## config.mk

```make
export PLATFORM = sky130hd
export DESIGN_NAME = key_press_gen
export DESIGN_NICKNAME = d
export VERILOG_FILES = /design/src/rtl/key_press_gen.sv
export SDC_FILE = /design/constraint.sdc
export NUM_CORES = 1
export LEC_CHECK = 0
export BUFFER_PORTS_ARGS = -buffer_cell sky130_fd_sc_hd__buf_2
export CELL_PAD_IN_SITES_DETAIL_PLACEMENT = 1
export CELL_PAD_IN_SITES_GLOBAL_PLACEMENT = 1
export CORE_MARGIN = 3
export CORE_UTILIZATION = 47
export DETAILED_ROUTE_END_ITERATION = 10
export HOLD_SLACK_MARGIN = 0.1
export PLACE_DENSITY_LB_ADDON = 0.1
export SLEW_MARGIN = 5
export SYNTH_ARGS = -nofsm -noshare
export SYNTH_HDL_FRONTEND = slang
export SYNTH_SLANG_ARGS = --single-unit
```

## constraint.sdc

```tcl
create_clock -name clk -period 2.9 [get_ports clk]
set_input_delay 0.145 -clock clk [delete_from_list [all_inputs] [get_ports clk]]
set_output_delay 0.145 -clock clk [all_outputs]
set_load 0.005 [all_outputs]
```

## src/rtl/key_press_gen.sv

```systemverilog
// Synthetic active-low key generator: bouncy press edge, clean hold, optional bouncy release.
// Optional release bounce compiled in with `define KEY_PRESS_GEN_REL_BOUNCE_EN.
module key_press_gen #(
  parameter int BOUNCE_CNT = 4,
  parameter int BOUNCE_CYC = 50_000,
  parameter int HOLD_CYC   = 2_000_000,
  parameter int CNT_W      = 24
) (
  input  logic       clk,
  input  logic       rst,
  input  logic       req,
  output logic       busy,
  output logic       done,
  output logic       key_out,
  output logic [7:0] press_cnt
);

  localparam int TOG_RAW  = $clog2(2 * BOUNCE_CNT + 1);
  localparam int TOG_W    = (TOG_RAW < 1) ? 1 : TOG_RAW;
  localparam int TOG_LAST = (BOUNCE_CNT > 0) ? 2 * BOUNCE_CNT - 1 : 0;

  localparam logic [CNT_W-1:0] BOUNCE_END = CNT_W'(BOUNCE_CYC - 1);
  localparam logic [CNT_W-1:0] HOLD_END   = CNT_W'(HOLD_CYC - 1);
  localparam logic [TOG_W-1:0] TOG_END    = TOG_W'(TOG_LAST);

  typedef enum logic [2:0] {
    IDLE,
    PRESS_B,
    HOLD,
`ifdef KEY_PRESS_GEN_REL_BOUNCE_EN
    REL_B,
`endif
    DONE
  } state_t;

  state_t           state_q, state_d;
  logic [CNT_W-1:0] seg_q, seg_d;
  logic [TOG_W-1:0] tog_q, tog_d;
  logic             key_d;

  // NOTE: every variable gets a default before the case so no path leaves it unassigned (no latches).
  always_comb begin
    state_d = state_q;
    seg_d   = '0;
    tog_d   = tog_q;
    key_d   = key_out;

    unique case (state_q)
      IDLE: begin
        key_d = 1'b1;
        if (req) begin
          state_d = (BOUNCE_CNT == 0) ? HOLD : PRESS_B;
          key_d   = 1'b0;
        end
      end

      // Segments alternate 0,1,0,1...; the last one (odd index) is high.
      PRESS_B: begin
        if (seg_q == BOUNCE_END) begin
          if (tog_q == TOG_END) begin
            state_d = HOLD;
            key_d   = 1'b0;
          end else begin
            tog_d = tog_q + 1'b1;
            key_d = ~key_out;
          end
        end else begin
          seg_d = seg_q + 1'b1;
        end
      end

      HOLD: begin
        if (seg_q == HOLD_END) begin
`ifdef KEY_PRESS_GEN_REL_BOUNCE_EN
          state_d = (BOUNCE_CNT > 0) ? REL_B : DONE;
`else
          state_d = DONE;
`endif
          key_d = 1'b1;
        end else begin
          seg_d = seg_q + 1'b1;
        end
      end

`ifdef KEY_PRESS_GEN_REL_BOUNCE_EN
      // Mirror of the press edge: 1,0,1,0...; the last segment is low.
      REL_B: begin
        if (seg_q == BOUNCE_END) begin
          if (tog_q == TOG_END) begin
            state_d = DONE;
            key_d   = 1'b1;
          end else begin
            tog_d = tog_q + 1'b1;
            key_d = ~key_out;
          end
        end else begin
          seg_d = seg_q + 1'b1;
        end
      end
`endif

      DONE: begin
        state_d = IDLE;
        key_d   = 1'b1;
      end

      default: begin
        state_d = IDLE;
        key_d   = 1'b1;
      end
    endcase

    // Both counters restart from zero on every state entry.
    if (state_d != state_q) begin
      seg_d = '0;
      tog_d = '0;
    end
  end

  // NOTE: sequential state uses non-blocking assignments so all registers update from pre-edge values.
  always_ff @(posedge clk or posedge rst) begin
    if (rst) begin
      state_q   <= IDLE;
      seg_q     <= '0;
      tog_q     <= '0;
      key_out   <= 1'b1;
      busy      <= 1'b0;
      done      <= 1'b0;
      press_cnt <= 8'd0;
    end else begin
      state_q <= state_d;
      seg_q   <= seg_d;
      tog_q   <= tog_d;
      key_out <= key_d;
      busy    <= (state_d != IDLE);
      done    <= (state_d == DONE);
      if (state_d == DONE) begin
        press_cnt <= press_cnt + 8'd1;
      end
    end
  end

endmodule

```

# == After elaboration in Yosys (flattened, before gate mapping) ==
# Cells that the tools add are included.
# classes
add_sub_neg,3
mul,0
div,0
order_cmp,0
eq_ne,10
n_shift,0
muxes,18
n_bitwise,1
reduce_logical,6
# op_table
op,n
2-to-1 mux 24 bit,3
one-hot mux 24 bit (2 select lines),1
"adder 24 x 1 -> 24 bit, second input constant",1
"equality test 24 x 16 -> 1 bit, second input constant",1
"equality test 24 x 21 -> 1 bit, second input constant",1
2-to-1 mux 4 bit,4
2-to-1 mux 3 bit,4
one-hot mux 3 bit (3 select lines),1
"adder 8 x 1 -> 8 bit, second input constant",1
"equality test 3 x 2 -> 1 bit, second input constant",2
"adder 4 x 1 -> 4 bit, second input constant",1
"equality test 4 x 3 -> 1 bit, second input constant",1
2-to-1 mux 1 bit,4
"inequality test 2 bit, second input constant",2
nonzero test 2 bit,2
"equality test 3 x 1 -> 1 bit, second input constant",1
logical NOT 3 bit,1
inequality test 3 bit,1
one-hot mux 1 bit (3 select lines),1
AND reduction 3 bit,1
nonzero test 3 bit,1
"inequality test 2 x 1 -> 1 bit, second input constant",1
AND reduction 2 bit,1
inverter 1 bit,1
# word_totals
register_bits,42
latchBits,0
mem_bits_rw,0
mem_bits_ro,0
in_bits,3
output_inout_bits,11
word_cells,45
memories,0

# == Depth between registers and ports, before layout ==
# Gate-level depths: netlist (run 1).
# logic_depth
word_depth,7
depth_mapped,7
ltp_nobuf,6

# == Least setup slack after synthesis (run 1) ==
# No wires, ideal clock.
# synth_path
path_kind,register to register
from,register seg_q[7]
to,register tog_q[3]
setup_ps,77
arrival_ps,2391
required_ps,2823
path_slack_ps,431
path_stages_with_launch,6
synth_period_minus_slack_ps,2469
cell_sequence,dfrtp_1 > or4b_4 > or4b_4 > or2_4 > or4_1 > a21oi_1
# synth_via
elab_chain_len,6
# synth_rtl
element,line_no,source
from (decl),37,"logic [CNT_W-1:0] seg_q, seg_d;"
from (signal assigned),132,seg_q <= seg_d;
equality test 24 x 21 -> 1 bit / equality test 24 x 16 -> 1 bit (equally long branches),"73, 59",
2-to-1 mux 3 bit (on tied branches),"73, 59",
one-hot mux 3 bit (3 select lines),48,unique case (state_q)
inequality test 3 bit,114,if (state_d != state_q) begin
inequality test 2 x 1 -> 1 bit (no source line) / nonzero test 2 bit (equally long branches),--,
AND reduction 3 bit (no source line),--,
to (signal assigned),133,tog_q <= tog_d;
to (decl),38,"logic [TOG_W-1:0] tog_q, tog_d;"
# Several ways; a longest one is shown, not always the timed one.
# A chain may end at the register's enable or synchronous reset.

# == Worst setup path in the final report (run 1) ==
# layout_path
from,register seg_q[11]
to,register seg_q[2]
# layout_via
elab_chain_len,5
# layout_rtl
element,line_no
equality test 24 x 21 -> 1 bit / equality test 24 x 16 -> 1 bit (equally long branches),"73, 59"
2-to-1 mux 3 bit (on tied branches),"73, 59"
one-hot mux 3 bit (3 select lines),48
inequality test 3 bit,114
2-to-1 mux 24 bit *,114
via seg_d[2],37
# The timed path passes the listed nets; every way through them passes the cells marked *.

==> impl_results.rst, run 1 <==
.. list-table::
   :header-rows: 1

   * - Metric
     - Value
   * - Arrival time reported for the critical path endpoint
     - 2.77 ns
   * - Leading cell types by total area after synthesis
     - sky130_fd_sc_hd__dfrtp_1 49%, sky130_fd_sc_hd__xnor2_1 7.0%, sky130_fd_sc_hd__nor2_1 5.7%
   * - Pwr/cell area
     - 454.7 mW/mm^2
   * - Fraction of the core area covered by cells at the end of the flow
     - 56.82%
   * - Cell taking the most area after synthesis
     - sky130_fd_sc_hd__dfrtp_1
   * - Tmin final
     - 2.603 ns
   * - Type of destination of the critical path
     - flop
   * - Netlist area before placement
     - 0.002115 sq mm
   * - Post-CTS setup buffers
     - 0
   * - Total leakage power
     - 1.019 nW
   * - Min-Delay Path Class
     - input port to flop
   * - Worst clock skew
     - 0.01122 ns
   * - Number of synthesized flops with an enable pin
     - 0
   * - Num CTS Buffers
     - 5
   * - Number of synthesis warnings
     - 0
   * - Synth async-reset ratio
     - 100.0%
   * - Critical path fanouts, max
     - 24
   * - Cell seen most often among critical-path stages
     - sky130_fd_sc_hd__or4b_4
   * - Nature of the critical path startpoint
     - flop
   * - Run status
     - completed
   * - Via count of the first global-routing pass
     - 1,695
   * - Number of H-tree branching levels
     - 2
   * - Setup total negative slack
     - 0 ns
   * - Required time at the worst-slack endpoint
     - 3.06 ns
   * - Setup repair after global routing missed its margin
     - false
   * - Hold Path Depth
     - 3
   * - Hold Vio Cnt, Final
     - 0
   * - Commonest cells post-synth
     - 41 x sky130_fd_sc_hd__dfrtp_1, 32 x sky130_fd_sc_hd__nor2_1, 17 x sky130_fd_sc_hd__xnor2_1
   * - Worst Hold Endpoint
     - busy
   * - Area enclosed by the die boundary
     - 0.005340 sq mm
   * - Achievable Freq
     - around 0.38 GHz
   * - Top-Level Pins
     - 14
   * - Worst voltage drop across the vdd grid
     - between 0.3 and 0.4 mV
   * - TritonCTS clock tree
     - done
   * - Cell breakdown of the critical path
     - or4b_4, or4b_4, or2_4, a2bb2oi_2, buf_4, nor2_1
   * - Hold WS
     - 0.1842 ns
   * - Reg2reg path depth
     - 6
   * - Final max-slew violation count
     - 0
   * - Total detailed-routing wirelength
     - around 4700 um
   * - Cell at the slowest stage of the critical path
     - sky130_fd_sc_hd__or4b_4
   * - Clock-pin slew reported for the worst setup and hold paths after clock tree synthesis
     - 0.09 ns
   * - Part of the Yosys area used for sequential elements
     - 49.76%
   * - Site Rows
     - 23
   * - Per-instance average area after synthesis
     - 10.26 sq um
   * - Aggregate global routing overflow
     - 0
   * - Antenna violations before repair
     - 0
   * - Portion of the clock cycle consumed by the worst path in the final layout
     - 89.77%
   * - Most instantiated flip-flop cell in the synthesis netlist
     - sky130_fd_sc_hd__dfrtp_1
   * - Count of final setup violators
     - 0
   * - Number of gates resized after CTS
     - 0
   * - Hpwl dp
     - 3290 um
   * - Count of antenna-violating nets left after detailed routing
     - 0
   * - Via density per instance
     - 5.845
   * - Antenna cells
     - 0
   * - Number of remaining DRC errors
     - 0
   * - Maximum number of pins on one net before global-route repair
     - 43
   * - Number of sinks driven by the clock tree
     - 42
   * - Wire length of the first global-routing pass
     - 8176 um
   * - Layout net count
     - 233
   * - Drt wl/cell
     - 16.87 um
   * - Start of the worst register-to-register path
     - seg_q[11]
   * - Largest stage delay, worst path
     - 0.59 ns
   * - Worst-case clock buffer depth
     - 2
   * - Flip-flop and latch count after synthesis
     - 42
   * - Signed area change from the synthesized netlist to the final layout
     - 12.13%
   * - Netlist cell types
     - 39
   * - Number of buffers added on ports
     - 13
   * - Maxcap violations
     - 0
   * - Area inside the core boundary
     - 0.004173 sq mm
   * - Count leader, synth
     - sky130_fd_sc_hd__dfrtp_1
   * - Insertion delay to the later sink of the worst-skew pair
     - roughly 0.3 ns
   * - First-pass DRT Iterations
     - 4
   * - Root buffer cell
     - sky130_fd_sc_hd__clkbuf_8
   * - Layout cell share with drive strength beyond 1
     - between 15 and 20%
   * - GPL Wtd Cong
     - around 0.81
   * - Synth Net Count
     - 212
   * - Share of the synthesized area in the top cell type
     - 48.52%
   * - WS Path Type
     - flop to flop
   * - Internal reg-to-reg setup slack
     - 0.30 ns
   * - Die Y
     - 73.08 um
   * - Global-route usage over all layers
     - 19.67%
   * - Post-Syn Instances
     - 206
   * - Width of the die
     - 73.08 um
   * - Total number of vias
     - ~1,600
   * - Relative slew slack
     - 54.92%
   * - Reg-to-reg critical path endpoint
     - seg_q[2]
   * - Initial standard-cell utilization of the core
     - 50.67%
   * - Slew at the pin with the worst max-slew slack
     - 0.6700 ns
   * - Worst Hold Launch
     - req
   * - First DRT Iteration DRCs
     - between 60 and 70
-- worst max path at each step --
stage,from,endpoint,slack [ns],cells past startpoint
after detailed placement,seg_q[7],seg_q[2],0.32,6
after global placement,seg_q[7],tog_q[3],0.38,5
final,seg_q[11],seg_q[2],0.30,6
after CTS,seg_q[11],seg_q[2],0.31,6
after global routing,seg_q[7],seg_q[2],0.20,6
after floorplan,seg_q[7],tog_q[3],0.43,5
-- cell families (layout without fill, tap and decap cells) --
kind of cell,after synthesis,in the layout,synth area share [%]
compound gates,13,13,4.556
xor+xnor,30,30,12.43
fa+ha+maj,3,3,1.775
buf+inv,7,29,1.361
flops,42,42,49.76
mux,4,4,1.953
other cells,1,1,0.1773
simple gates,106,106,27.99
-- repair_timing --
item,CTS,global route
hold endpoints to repair,41,0
hold buffers,1,0
endpoints found under the setup margin,0,0
-- where the power goes --
group | total (mW) | switching [mW] | internal (mW) | leakage [nW]
Clock | 0.443 | 0.202 | 0.241 | 0.0575
Sequential | 0.597 | 0.00534 | 0.591 | 0.578
Combinational | 0.0385 | 0.0266 | 0.0118 | 0.384
Total | 1.08 | 0.234 | 0.844 | 1.02
-- critical path, delay by kind of cell (launching register included) --
kind	cells	cell delay, ns
buffers and inverters	1	0.30
AND/OR/NAND/NOR	4	1.55
AO/OA/AOI/OAI	1	0.18
flip-flops	1	0.44
-- placed cells by master (no fill, tap or decap), drive strengths merged, types with 6 or more instances in the layout --
cell and count:
nor3 6, and4 6, dfrtp 41, nor2 32
xor2 13, nand3 11, nand2 15, buf 16
clkbuf 8, nand4 10, xnor2 17
-- layout make-up --
cell class	instances	area (sq um)
sequential	42	1052
tap	50	62.56
multi-input combinational	157	1033
inverter	4	15.01
timing repair buffer	17	97.59
clock buffer	8	110.1
fill	475	1802
-- per-stage QoR --
step           instances  worst slack, ns  instance area, sq um  total power [mW]
2_1_floorplan        206           0.4314                  2115            0.6317
3_3_place_gp         269           0.3845                  2251            0.6436
3_5_place_dp         269           0.3206                  2251            0.6465
4_1_cts              278           0.3073                  2371             1.091
5_1_grt              278           0.1969                  2371             1.125
6_report             278           0.2967                  2371             1.078
-- sequential cells by signal, summed over array words and instances (netlist names) --
name,count
seg_q,24
press_cnt,8
tog_q,4
state_q,3
busy,1
done,1
key_out,1
-- per-layer routing --
metal / GRT usage [%] / wire length, um
met1: 26.39 / 2197
met2: 31.08 / 2254
met3: 5.372 / 170
met4: 5.738 / 68
met5: 0 / 0
(Power assumes the default switching activity.)
==> inputs of run 2 (changes only) <==
--- a/config.mk
+++ b/config.mk
@@ -15,2 +15,4 @@
 export PLACE_DENSITY_LB_ADDON = 0.1
+export REMOVE_ABC_BUFFERS = 1
+export SETUP_SLACK_MARGIN = 0.5
 export SLEW_MARGIN = 5
--- a/constraint.sdc
+++ b/constraint.sdc
@@ -3,2 +3,2 @@
 set_output_delay 0.145 -clock clk [all_outputs]
-set_load 0.005 [all_outputs]
+set_load 0.01 [all_outputs]
==> run 2 against run 1 <==
Routed wire length is 20% higher. Via count is 5.3% higher. First-iteration DRC count is 58% higher. Cell count is 5.0% higher. Global-route usage is 2.7 points higher. Final area is 7.1% higher. Register-to-register slack better by 0.11 ns. Total power is 3.4% lower. Fmax is 4.5% higher. Sequential power hardly changed. Critical path depth stayed put. Critical path type unchanged. Critical endpoint is now press_cnt[1]. Largest power group unchanged. Highest routed layer unchanged.
==> impl_results.rst, run 2 (same netlist as run 1, synthesis figures left out) <==
.. list-table::
   :header-rows: 1

   * - Metric
     - Value
   * - Hpwl dp
     - 3502 um
   * - Flip-flop count of the largest register, all copies and words added
     - 24
   * - Achievable Freq
     - between 0.4 and 0.5 GHz
   * - Number of sinks driven by the clock tree
     - 42
   * - First-pass DRT Iterations
     - 4
   * - Final max-slew violation count
     - 0
   * - Count of final setup violators
     - 0
   * - Number of H-tree branching levels
     - 2
   * - Total number of vias
     - 1,711
   * - TritonCTS clock tree
     - done
   * - Maxcap violations
     - 0
   * - Clock-pin slew reported for the worst setup and hold paths after clock tree synthesis
     - 0.08 ns
   * - Total leakage power
     - ~1.1 nW
   * - Cell seen most often among critical-path stages
     - sky130_fd_sc_hd__or4b_4
   * - Count of buffering cells on the critical path with inverters included
     - 2
   * - Final non-filler cell area
     - 0.002540 sq mm
   * - Type of destination of the critical path
     - flop
   * - Setup total negative slack
     - 0 ns
   * - Number of buffers added on ports
     - 13
   * - Maximum number of pins on one net before global-route repair
     - 43
   * - Via count of the first global-routing pass
     - 1,790
   * - Most frequent standard cell in the layout excluding fill and tap cells
     - sky130_fd_sc_hd__dfrtp_1
   * - Cell total after placement
     - 271
   * - Cell type group with the largest total delay on the critical path
     - simple AND/OR/NAND/NOR gates
   * - Via density per instance
     - 5.860
   * - Cell breakdown of the critical path
     - or4b_4, or4b_4, buf_4, nor4_4, buf_6, mux2_2
   * - Worst voltage drop across the vdd grid
     - between 0.2 and 0.25 mV
   * - Required time at the worst-slack endpoint
     - between 3 and 4 ns
   * - Worst-case clock buffer depth
     - 2
   * - Signed area change from the synthesized netlist to the final layout
     - 20.12%
   * - Nature of the critical path startpoint
     - flop
   * - Fraction of the core area covered by cells at the end of the flow
     - 60.87%
   * - Overall power of the completed layout
     - between 1 and 1.5 mW
   * - GPL Wtd Cong
     - 0.8254
   * - Die Y
     - 73.08 um
   * - Area inside the core boundary
     - 0.004173 sq mm
   * - Arrival time reported for the critical path endpoint
     - 2.68 ns
   * - Aggregate global routing overflow
     - 0
   * - Initial standard-cell utilization of the core
     - 50.67%
   * - Setup repair after global routing missed its margin
     - true
   * - Insertion delay to the later sink of the worst-skew pair
     - between 0.2 and 0.3 ns
   * - First DRT Iteration DRCs
     - between 100 and 150
   * - Post-Place Setup Slack
     - about 0.34 ns
   * - Num CTS Buffers
     - 5
   * - Layout cell share with drive strength beyond 1
     - between 20% and 30%
   * - Run status
     - completed
   * - Total detailed-routing wirelength
     - 5647 um
   * - Area enclosed by the die boundary
     - 0.005340 sq mm
   * - Width of the die
     - 73.08 um
   * - Root buffer cell
     - sky130_fd_sc_hd__clkbuf_8
   * - Min-Delay Path Class
     - input port to flop
   * - Critical path fanouts, max
     - 5
   * - Hold Vio Cnt, Final
     - 0
   * - Worst clock skew
     - 0.008857 ns
   * - Wire length of the first global-routing pass
     - between 9000 and 10,000 um
   * - Relative slew slack
     - a little under three fifths
   * - Pwr/cell area
     - about 410 mW/mm^2
   * - Min setup slack post-route
     - 0.4080 ns
   * - Most flop-heavy register
     - seg_q
   * - Antenna violations before repair
     - 0
   * - Antenna cells
     - 0
   * - Portion of the clock cycle consumed by the worst path in the final layout
     - 85.93%
   * - Global-route usage over all layers
     - 22.35%
   * - Largest registers ranked by flip-flop count
     - seg_q x24, press_cnt x8, tog_q x4
   * - Placed Instance Area
     - 0.002266 sq mm
   * - Number of non-filler instances in the completed layout
     - 292
   * - Largest stage delay, worst path
     - 0.55 ns
   * - Number of remaining DRC errors
     - 0
   * - Slew at the pin with the worst max-slew slack
     - 0.6574 ns
   * - Most used cells in the layout excluding fill and tap cells
     - 40 x sky130_fd_sc_hd__dfrtp_1, 32 x sky130_fd_sc_hd__nor2_1, 16 x sky130_fd_sc_hd__xnor2_1, 15 x sky130_fd_sc_hd__nand2_1, 14 x sky130_fd_sc_hd__buf_2
   * - Layout net count
     - 247
   * - Top-Level Pins
     - 14
   * - WS Path Type
     - flop to flop
   * - Cell at the slowest stage of the critical path
     - sky130_fd_sc_hd__or4b_4
   * - Site Rows
     - 23
   * - Drt wl/cell
     - 19.34 um
   * - Tmin final
     - 2.492 ns
   * - Hold WS
     - 0.2053 ns
   * - Count of antenna-violating nets left after detailed routing
     - 0
-- run 2: final cells by class --
cell class	count	area, sq um
clock buffer	6	82.58
sequential	42	1054
inverter	4	15.01
multi-input combinational	157	1081
clock inverter	2	12.51
fill	472	1633
tap	50	62.56
timing repair buffer	31	232.7
-- run 2: power by group --
group / total, mW / switching (mW) / internal, mW
registers: 0.596 / 0.00511 / 0.591
logic: 0.0519 / 0.0327 / 0.0192
clock network: 0.394 / 0.202 / 0.191
-- run 2: repair_timing --
item	in CTS	in global routing
setup buffers	9	2
hold buffers	1	0
endpoints found under the setup margin	27	32
cloned	0	1
gates resized for setup	4	8
pin swaps	4	5
hold endpoints to repair	41	0
-- run 2: worst paths after layout --
kind / endpoint / slack, ns / cells after the start / start
max: press_cnt[1] / 0.41 / 6 / seg_q[7]
min: busy / 0.21 / 3 / req
max reg2reg: press_cnt[1] / 0.41 / 6 / seg_q[7]
min reg2reg: seg_q[0] / 0.48 / 1 / seg_q[0]
max in group asynchronous: seg_q[6] / 1.92 / 4 / rst
min in group asynchronous: done / 0.56 / 4 / rst
-- run 2: worst register-to-register path, stage by stage (launching register included) --
cell	delay, ns
sky130_fd_sc_hd__dfrtp_1	0.39
sky130_fd_sc_hd__or4b_4	0.55
sky130_fd_sc_hd__or4b_4	0.55
sky130_fd_sc_hd__buf_4	0.16
sky130_fd_sc_hd__nor4_4	0.22
sky130_fd_sc_hd__buf_6	0.18
sky130_fd_sc_hd__mux2_2	0.33
-- run 2: layer usage --
metal	GRT usage, %	vias to the layer above	wire [um]
met5	0	-	0
met2	38.23	21	2961
met3	5.372	10	117
met4	5.533	0	116
li1	-	791	-
met1	28.27	889	2451
